<file path="config.mk">
export PLATFORM = sky130hd
export DESIGN_NAME = cache_ctrl
export DESIGN_NICKNAME = d
export VERILOG_FILES = /design/src/rtl/cache_ctrl.sv
export SDC_FILE = /design/constraint.sdc
export NUM_CORES = 1
export LEC_CHECK = 0
export ABC_AREA = 1
export CAP_MARGIN = 30
export CORE_AREA = 4 4 226 118
export CTS_BUF_LIST = sky130_fd_sc_hd__clkbuf_4 sky130_fd_sc_hd__clkbuf_8
export DETAILED_ROUTE_END_ITERATION = 8
export DIE_AREA = 0 0 230 122
export GPL_TIMING_DRIVEN = 0
export PLACE_DENSITY = 0.82
export SKIP_CTS_REPAIR_TIMING = 1
export SLEW_MARGIN = 10
export SYNTH_ARGS = -nofsm -noshare
export SYNTH_HDL_FRONTEND = slang
export SYNTH_SLANG_ARGS = --single-unit
</file>
<file path="constraint.sdc">
create_clock -name clk -period 2.53 [get_ports clk]
set_clock_uncertainty 0.15 [all_clocks]
set_input_delay 0.759 -clock clk [delete_from_list [all_inputs] [get_ports clk]]
set_output_delay 0.759 -clock clk [all_outputs]
set_load 0.05 [all_outputs]
</file>
<file path="src/rtl/cache_ctrl.sv">
// Sequencer for one direct-mapped, one-word-per-line cache group: hit check and hit
// writes, dirty victim write-back and refill from memory, plus hit/miss counters.
module cache_ctrl #(
  parameter int ADDR_W = 32,
  parameter int IDX_W  = 6,
  parameter int CNT_W  = 32,
  localparam int TAG_W = ADDR_W - IDX_W - 2
) (
  input  logic              clk,
  input  logic              rst,
  input  logic              cpu_req,
  input  logic              cpu_wr,
  input  logic [1:0]        cpu_size,
  input  logic [ADDR_W-1:0] cpu_addr,
  input  logic [31:0]       cpu_wdata,
  output logic              cpu_ack,
  output logic [31:0]       cpu_rdata,
  output logic [ADDR_W-1:0] g_addr,
  output logic [1:0]        g_size,
  output logic              g_we,
  output logic              g_wp,
  output logic              g_wm,
  output logic              g_wd,
  output logic              g_rep,
  output logic [31:0]       g_data_w,
  input  logic              g_hit,
  input  logic              g_need_r,
  input  logic [TAG_W-1:0]  g_ctag_r,
  input  logic [31:0]       g_data_r,
  input  logic [31:0]       g_data_s,
  output logic              mem_req,
  output logic              mem_wr,
  output logic [ADDR_W-1:0] mem_addr,
  output logic [31:0]       mem_wdata,
  input  logic              mem_ack,
  input  logic [31:0]       mem_rdata,
  output logic [CNT_W-1:0]  hit_cnt,
  output logic [CNT_W-1:0]  miss_cnt,
  output logic [2:0]        state_dbg
);

  // Handshakes: cpu_req and its payload are held by the CPU until the one-cycle
  // cpu_ack; mem_req and its payload are held here until the one-cycle mem_ack,
  // and mem_req drops the cycle after. mem_ack without mem_req is ignored.
  typedef enum logic [2:0] {
    S_IDLE   = 3'd0,
    S_LOOKUP = 3'd1,
    S_WB     = 3'd2,
    S_FILL   = 3'd3,
    S_REFILL = 3'd4
  } state_t;

  state_t              state;
  logic [ADDR_W-1:0]   addr_q;
  logic [1:0]          size_q;
  logic                wr_q;
  logic [31:0]         wdata_q;
  logic [31:0]         fill_q;
  logic                revisit_q;
  logic [IDX_W-1:0]    idx;
  logic [TAG_W-1:0]    tag;

  assign idx       = addr_q[IDX_W+1:2];
  assign tag       = addr_q[ADDR_W-1:IDX_W+2];
  assign g_addr    = addr_q;
  assign state_dbg = state;

  always_ff @(posedge clk or negedge rst) begin
    if (!rst) begin
      state     <= S_IDLE;
      addr_q    <= '0;
      size_q    <= '0;
      wr_q      <= 1'b0;
      wdata_q   <= '0;
      fill_q    <= '0;
      revisit_q <= 1'b0;
      mem_req   <= 1'b0;
      mem_wr    <= 1'b0;
      mem_addr  <= '0;
      mem_wdata <= '0;
      hit_cnt   <= '0;
      miss_cnt  <= '0;
    end else begin
      case (state)
        S_IDLE: begin
          if (cpu_req) begin
            addr_q  <= cpu_addr;
            size_q  <= cpu_size;
            wr_q    <= cpu_wr;
            wdata_q <= cpu_wdata;
            state   <= S_LOOKUP;
          end
        end
        S_LOOKUP: begin
          revisit_q <= 1'b0;
          if (g_hit) begin
            // The lookup after a refill finishes a request already counted as a miss.
            if (!revisit_q) hit_cnt <= hit_cnt + CNT_W'(1);
            state <= S_IDLE;
          end else begin
            miss_cnt <= miss_cnt + CNT_W'(1);
            mem_req  <= 1'b1;
            if (g_need_r) begin
              mem_wr    <= 1'b1;
              mem_addr  <= {g_ctag_r, idx, 2'b00};
              mem_wdata <= g_data_r;
              state     <= S_WB;
            end else begin
              mem_wr   <= 1'b0;
              mem_addr <= {tag, idx, 2'b00};
              state    <= S_FILL;
            end
          end
        end
        S_WB: begin
          if (mem_ack) begin
            mem_req <= 1'b0;
            mem_wr  <= 1'b0;
            state   <= S_FILL;
          end
        end
        S_FILL: begin
          // Entered from WB with mem_req low: raise the fill read one cycle later.
          if (!mem_req) begin
            mem_req  <= 1'b1;
            mem_wr   <= 1'b0;
            mem_addr <= {tag, idx, 2'b00};
          end else if (mem_ack) begin
            mem_req <= 1'b0;
            fill_q  <= mem_rdata;
            state   <= S_REFILL;
          end
        end
        S_REFILL: begin
          revisit_q <= 1'b1;
          state     <= S_LOOKUP;
        end
        default: state <= S_IDLE;
      endcase
    end
  end

  always_comb begin
    cpu_ack   = 1'b0;
    cpu_rdata = '0;
    g_size    = size_q;
    g_we      = 1'b0;
    g_wp      = 1'b0;
    g_wm      = 1'b0;
    g_wd      = 1'b0;
    g_rep     = 1'b0;
    g_data_w  = wdata_q;
    case (state)
      S_LOOKUP: begin
        if (g_hit) begin
          cpu_ack   = 1'b1;
          cpu_rdata = g_data_s;
          if (wr_q) begin
            g_we = 1'b1;
            g_wd = 1'b1;
          end
        end
      end
      S_REFILL: begin
        g_we     = 1'b1;
        g_wp     = 1'b1;
        g_rep    = 1'b1;
        g_wm     = 1'b1;
        g_size   = 2'b10;
        g_data_w = fill_q;
      end
      default: ;
    endcase
  end

endmodule

</file>
# Word-level counts from Yosys, hierarchy flattened
# Index checks and enable logic that the tools add are counted.
# totals
register_bits,233
in_bits,193
out_inout_bits,237
elab_cells,72
# op_classes
n_addsub,2
eq_ne,10
mux,32
bitwise_logic,2
n_reduce_logical,13
# op_table
operator,n
32-bit two-way mux,6
32-bit by 1-bit adder with 32-bit output (second input constant),2
32-bit one-hot mux with 2 select lines,1
3-bit one-hot mux with 5 select lines,1
3-bit AND reduction,5
1-bit two-way mux,14
3-bit two-way mux,4
2-bit != test (second input constant),6
4-bit AND reduction,2
3-bit by 2-bit equality test with 1-bit output (second input constant),2
1-bit one-hot mux with 3 select lines,2
2-bit two-way mux,2
1-bit one-hot mux with 2 select lines,2
2-bit AND reduction,2
2-bit nonzero test,2
3-bit by 1-bit equality test with 1-bit output (second input constant),1
3-bit equality test (second input constant),1
3-bit zero test,1
3-bit nonzero test,1
1-bit NOT,2

# Depth between registers and ports, before layout
# logic_depth
word_depth,3
depth_mapped,10
depth_no_buf,10

# Worst setup path before layout
# No wires, ideal clock.
# synth_timing
kind,register to output
from,register state[1] (netlist: state_dbg[1])
to,output g_we
arrival_ns,2.718
t_required_ns,1.621
setup_slack_ns,-1.097
stages_incl_launch_ff,6
n_path_buf,0
cell_sequence,dfrtp_1 -> inv_1 -> nand3_2 -> nor2_2 -> inv_2 -> o21ai_0
# synth_via
elab_chain_cells,2
elab_cells_between_ends,3
cone_classes,eq/ne (2); mux (1)
# synth_lines
element,line,rtl
from (decl),53,state_t state;
from (signal assigned),70,state <= S_IDLE;
from (signal assigned),91,state <= S_LOOKUP;
from (signal assigned),99,state <= S_IDLE;
3-bit equality test / 3-bit by 1-bit equality test with 1-bit output (equally long branches),153,case (state)
1-bit one-hot mux with 2 select lines *,153,
to (decl),20,"output logic g_we,"
# Mark *: on every way between the ends. The rest lies on a longest branch, timed or not.

# Final worst setup path
# layout_timing
from,register state[0] (netlist: state_dbg[0])
to,output g_data_w[24]
# layout_via
elab_chain_cells,2
# layout_lines
element,line,rtl
3-bit equality test,153,
32-bit two-way mux,153,
to (decl),25,"output logic [31:0] g_data_w,"
# Every way passes these cells.

==> impl_metrics.tcl <==
set metrics [dict create \
    ir_drop_uv 1010 \
    grt-ovfl-total 0 \
    min_period_ps 2860 \
    cpMostUsedCell "nand2_4" \
    ios 430 \
    cts-root-buf "clkbuf_8" \
    regArea_sq_um 5780 \
    num_rows 41 \
    drc_errors 0 \
    worstSetupPathType "reg2out" \
    clk_latency_ps 540 \
    ys_seq_area_share_pct 51.9 \
    antenna_left 0 \
    grt_max_degree 107 \
    postRouteWirelength_um 42000 \
    grt_use_total_pct 27.2 \
    slew_headroom_pct 49.4 \
    io_buffers 426 \
    powerDensity_nw_per_um2 1200 \
    r2r_start "state_dbg[0]$_DFFE_PN0P_" \
    final_util_pct 73.3 \
    cp.arrival_ps 1950 \
    syn_area_per_cell_sq_um 8.19 \
    fp.coreArea_sq_um 24700 \
    dpl.hpwl_um 30600 \
    multi_input_comb_area_sq_um 5130 \
    worst_slack_ps -333 \
    fin_tns_setup_ps -15630 \
    max_freq_mhz 349 \
    fin_crit_sh_pct 113 \
    fill_cells 1768 \
    finalNetCount 2042 \
    via_per_inst 5.08 \
    cp_cell_sequence "nor2_4 -> nand2_4 -> clkinvlp_4 -> buf_12 -> nand2_1 -> nand2_4 -> buf_8" \
    dpl_worst_slack_ps -1020 \
    violations "setup timing" \
    slew_violations 0 \
    yosysWarnings 0 \
    cts.reportedPaths.clkPinSlew_ps 70 \
    drt-wirelength-per-cell_um 18.9 \
    drv_cap 0 \
    die_h_um 122 \
    drt_iter0_markers 949 \
    antenna_found_initial 5 \
    r2r_cells 11 \
    vias 11300 \
    initial_core_util_pct 45.1 \
    worst_pin_slew_ps 753 \
    path_max_fanout 12 \
    finalPower_w 0.0217 \
    end_kind "output port" \
    grt_pass1_vias 10700 \
    cpPeakStageDelay_ps 470 \
    die_area_sq_um 28100 \
    syn_area_sq_um 11100 \
    synth-seq-cells 231 \
    slowest_stage "dfrtp_2" \
    cts_tree "yes" \
    die_x_um 230 \
    htreeDepth 2 \
    cts_max_path_buffers 3 \
    clkSinkCount 231 \
    hold_class "in2async" \
    dr.pass1.iters 5 \
    rsz0062_at_grt "true" \
    cts_buffers 36 \
    areaGrowthSynthToFinish_pct 62.7 \
    r2r-end "miss_cnt[29]$_DFFE_PN0P_" \
    status "finished with violations" \
    required_ps 1620 \
    ys_types 33 \
    grt_pass1_wl_um 60200 \
    start_kind "register" \
    power.leakage_nw 10.5 \
    final_layout_size_suffix_gt1_share_pct 20.1 \
    setup_violations 70 \
    syn_inst 1360 \
    holdWs_ps 8.02 \
    hold_violations 0 \
    r2r_setup_slack_ps 280 \
    place.gp.congestion 0.924 \
]
cell usage in the layout, fill, tap and decap left out, types with 3 or more instances in the layout:
cell             count
nand2_1            510
dfrtp_1            228
clkdlybuf4s50_1    190
dlymetal6s2s_1     162
inv_1               98
nand3_1             96
nor2_1              77
mux2_2              59
clkbuf_8            47
buf_8               43
nor2_4              40
buf_6               39
nand2_2             27
o21ai_0             25
buf_2               23
nand4_1             19
buf_4               18
xor2_1              17
nand2_4             16
xnor2_1             15
o21ai_1             14
nor3_1              13
a21oi_1             11
clkbuf_4            10
buf_12               9
clkbuf_1             8
nand3b_1             8
nor2_2               7
clkinv_2             7
clkbuf_2             6
diode_2              4
nand3_4              3
dfrtp_2              3
cells in the mapped netlist:
| master | instances | area share (%) |
|---|---|---|
| clkbuf_2 | 2 | 0.090 |
| and2_1 | 1 | 0.056 |
| nor2_2 | 5 | 0.28 |
| buf_6 | 5 | 0.51 |
| nand3_4 | 1 | 0.16 |
| dfrtp_1 | 231 | 52 |
| o21ai_0 | 26 | 1.2 |
| nor3_1 | 13 | 0.58 |
| nor3_2 | 2 | 0.18 |
| xor2_1 | 17 | 1.3 |
| inv_1 | 100 | 3.4 |
| buf_2 | 26 | 1.2 |
| or2_2 | 1 | 0.056 |
| nand2_2 | 3 | 0.17 |
| conb_1 | 1 | 0.034 |
| nand4_1 | 19 | 1.1 |
| nand3_2 | 3 | 0.27 |
| nor2_1 | 112 | 3.8 |
| nand2_1 | 550 | 19 |
| mux2_2 | 59 | 6.0 |
| xnor2_1 | 15 | 1.2 |
| buf_4 | 7 | 0.47 |
| nand3b_1 | 8 | 0.54 |
| inv_4 | 1 | 0.056 |
| a21oi_1 | 11 | 0.49 |
| inv_2 | 4 | 0.13 |
| nand3_1 | 96 | 4.3 |
| nor2_4 | 7 | 0.71 |
| o21ai_1 | 14 | 0.63 |
| clkbuf_1 | 16 | 0.54 |
| nor4_1 | 1 | 0.056 |
| clkinv_1 | 1 | 0.034 |
| ha_1 | 2 | 0.22 |
stage by stage:
stage / area [sq um] / instances
after floorplan: 11400 / 1361
after global placement: 16100 / 2131
after detailed placement: 16200 / 2134
after CTS: 17000 / 2198
after global routing: 18100 / 2221
final: 18100 / 2221
area by class of cell:
| cell class | instances | share of cell area, % |
|---|---|---|
| Sequential cell | 231 | 31.9 |
| Timing Repair Buffer | 446 | 28.6 |
| Multi-Input combinational cell | 969 | 28.3 |
| Clock buffer | 56 | 3.94 |
| Tap cell | 344 | 2.37 |
| Inverter | 106 | 2.33 |
| Buffer | 56 | 2.23 |
| Clock inverter | 8 | 0.242 |
| Antenna cell | 4 | 0.0552 |
| Timing Repair inverter | 1 | 0.0414 |
where the power goes:
part | switching [W] | leakage (nW) | internal, W
combinational | 0.00789 | 7.18 | 0.00441
sequential | 0.000929 | 2.87 | 0.00506
clock | 0.00156 | 0.411 | 0.00181
per-layer routing:
| layer | up-vias | GRT usage (%) | part of all wire [%] | routed length, um |
|---|---|---|---|---|
| met5 | - | 0 | 0.045 | 19 |
| met4 | 2 | 8.26 | 2.8 | 1160 |
| met3 | 91 | 8.06 | 8.3 | 3480 |
| met2 | 501 | 43.4 | 47 | 19900 |
| met1 | 5424 | 36.4 | 41 | 17400 |
| li1 | 5263 | - | - | - |
worst max path at each step:
| stage | slack (ps) | from | depth (start not counted) | end |
|---|---|---|---|---|
| floorplan | -50 | g_hit | 5 | g_we |
| global placement | -10270 | rst | 1 | state_dbg[0]$_DFFE_PN0P_ |
| detailed placement | -1020 | state_dbg[0]$_DFFE_PN0P_ | 6 | g_data_w[23] |
| CTS | -1620 | state_dbg[0]$_DFFE_PN0P_ | 6 | g_data_w[23] |
| global route | -470 | state_dbg[0]$_DFFE_PN0P_ | 7 | g_data_w[24] |
| finish | -330 | state_dbg[0]$_DFFE_PN0P_ | 7 | g_data_w[24] |
state kept, by name, summed over array words and instances (netlist names):
register,flops
fill_q,32
g_addr,32
hit_cnt,32
mem_addr,30
mem_req,1
mem_wdata,32
mem_wr,1
miss_cnt,32
revisit_q,1
size_q,2
state_dbg,3
wdata_q,32
wr_q,1
critical path, delay by kind of cell (launching register included):
kind | cells | cell delay, ps
buffers and inverters | 3 | 490
flip-flops | 1 | 470
AND/OR/NAND/NOR | 4 | 440
kinds of logic (layout without fill, tap and decap cells):
| family | Yosys count | in the layout | synth area share (%) |
|---|---|---|---|
| simple gates | 822 | 823 | 30.7 |
| flops | 231 | 231 | 51.9 |
| buf+inv | 162 | 673 | 6.37 |
| mux | 59 | 59 | 5.96 |
| compound gates | 51 | 51 | 2.29 |
| xor+xnor | 32 | 32 | 2.52 |
| fa+ha+maj | 2 | 2 | 0.225 |
| other cells | 1 | 6 | 0.0337 |
Note: power is estimated with default switching activity, not from simulation.
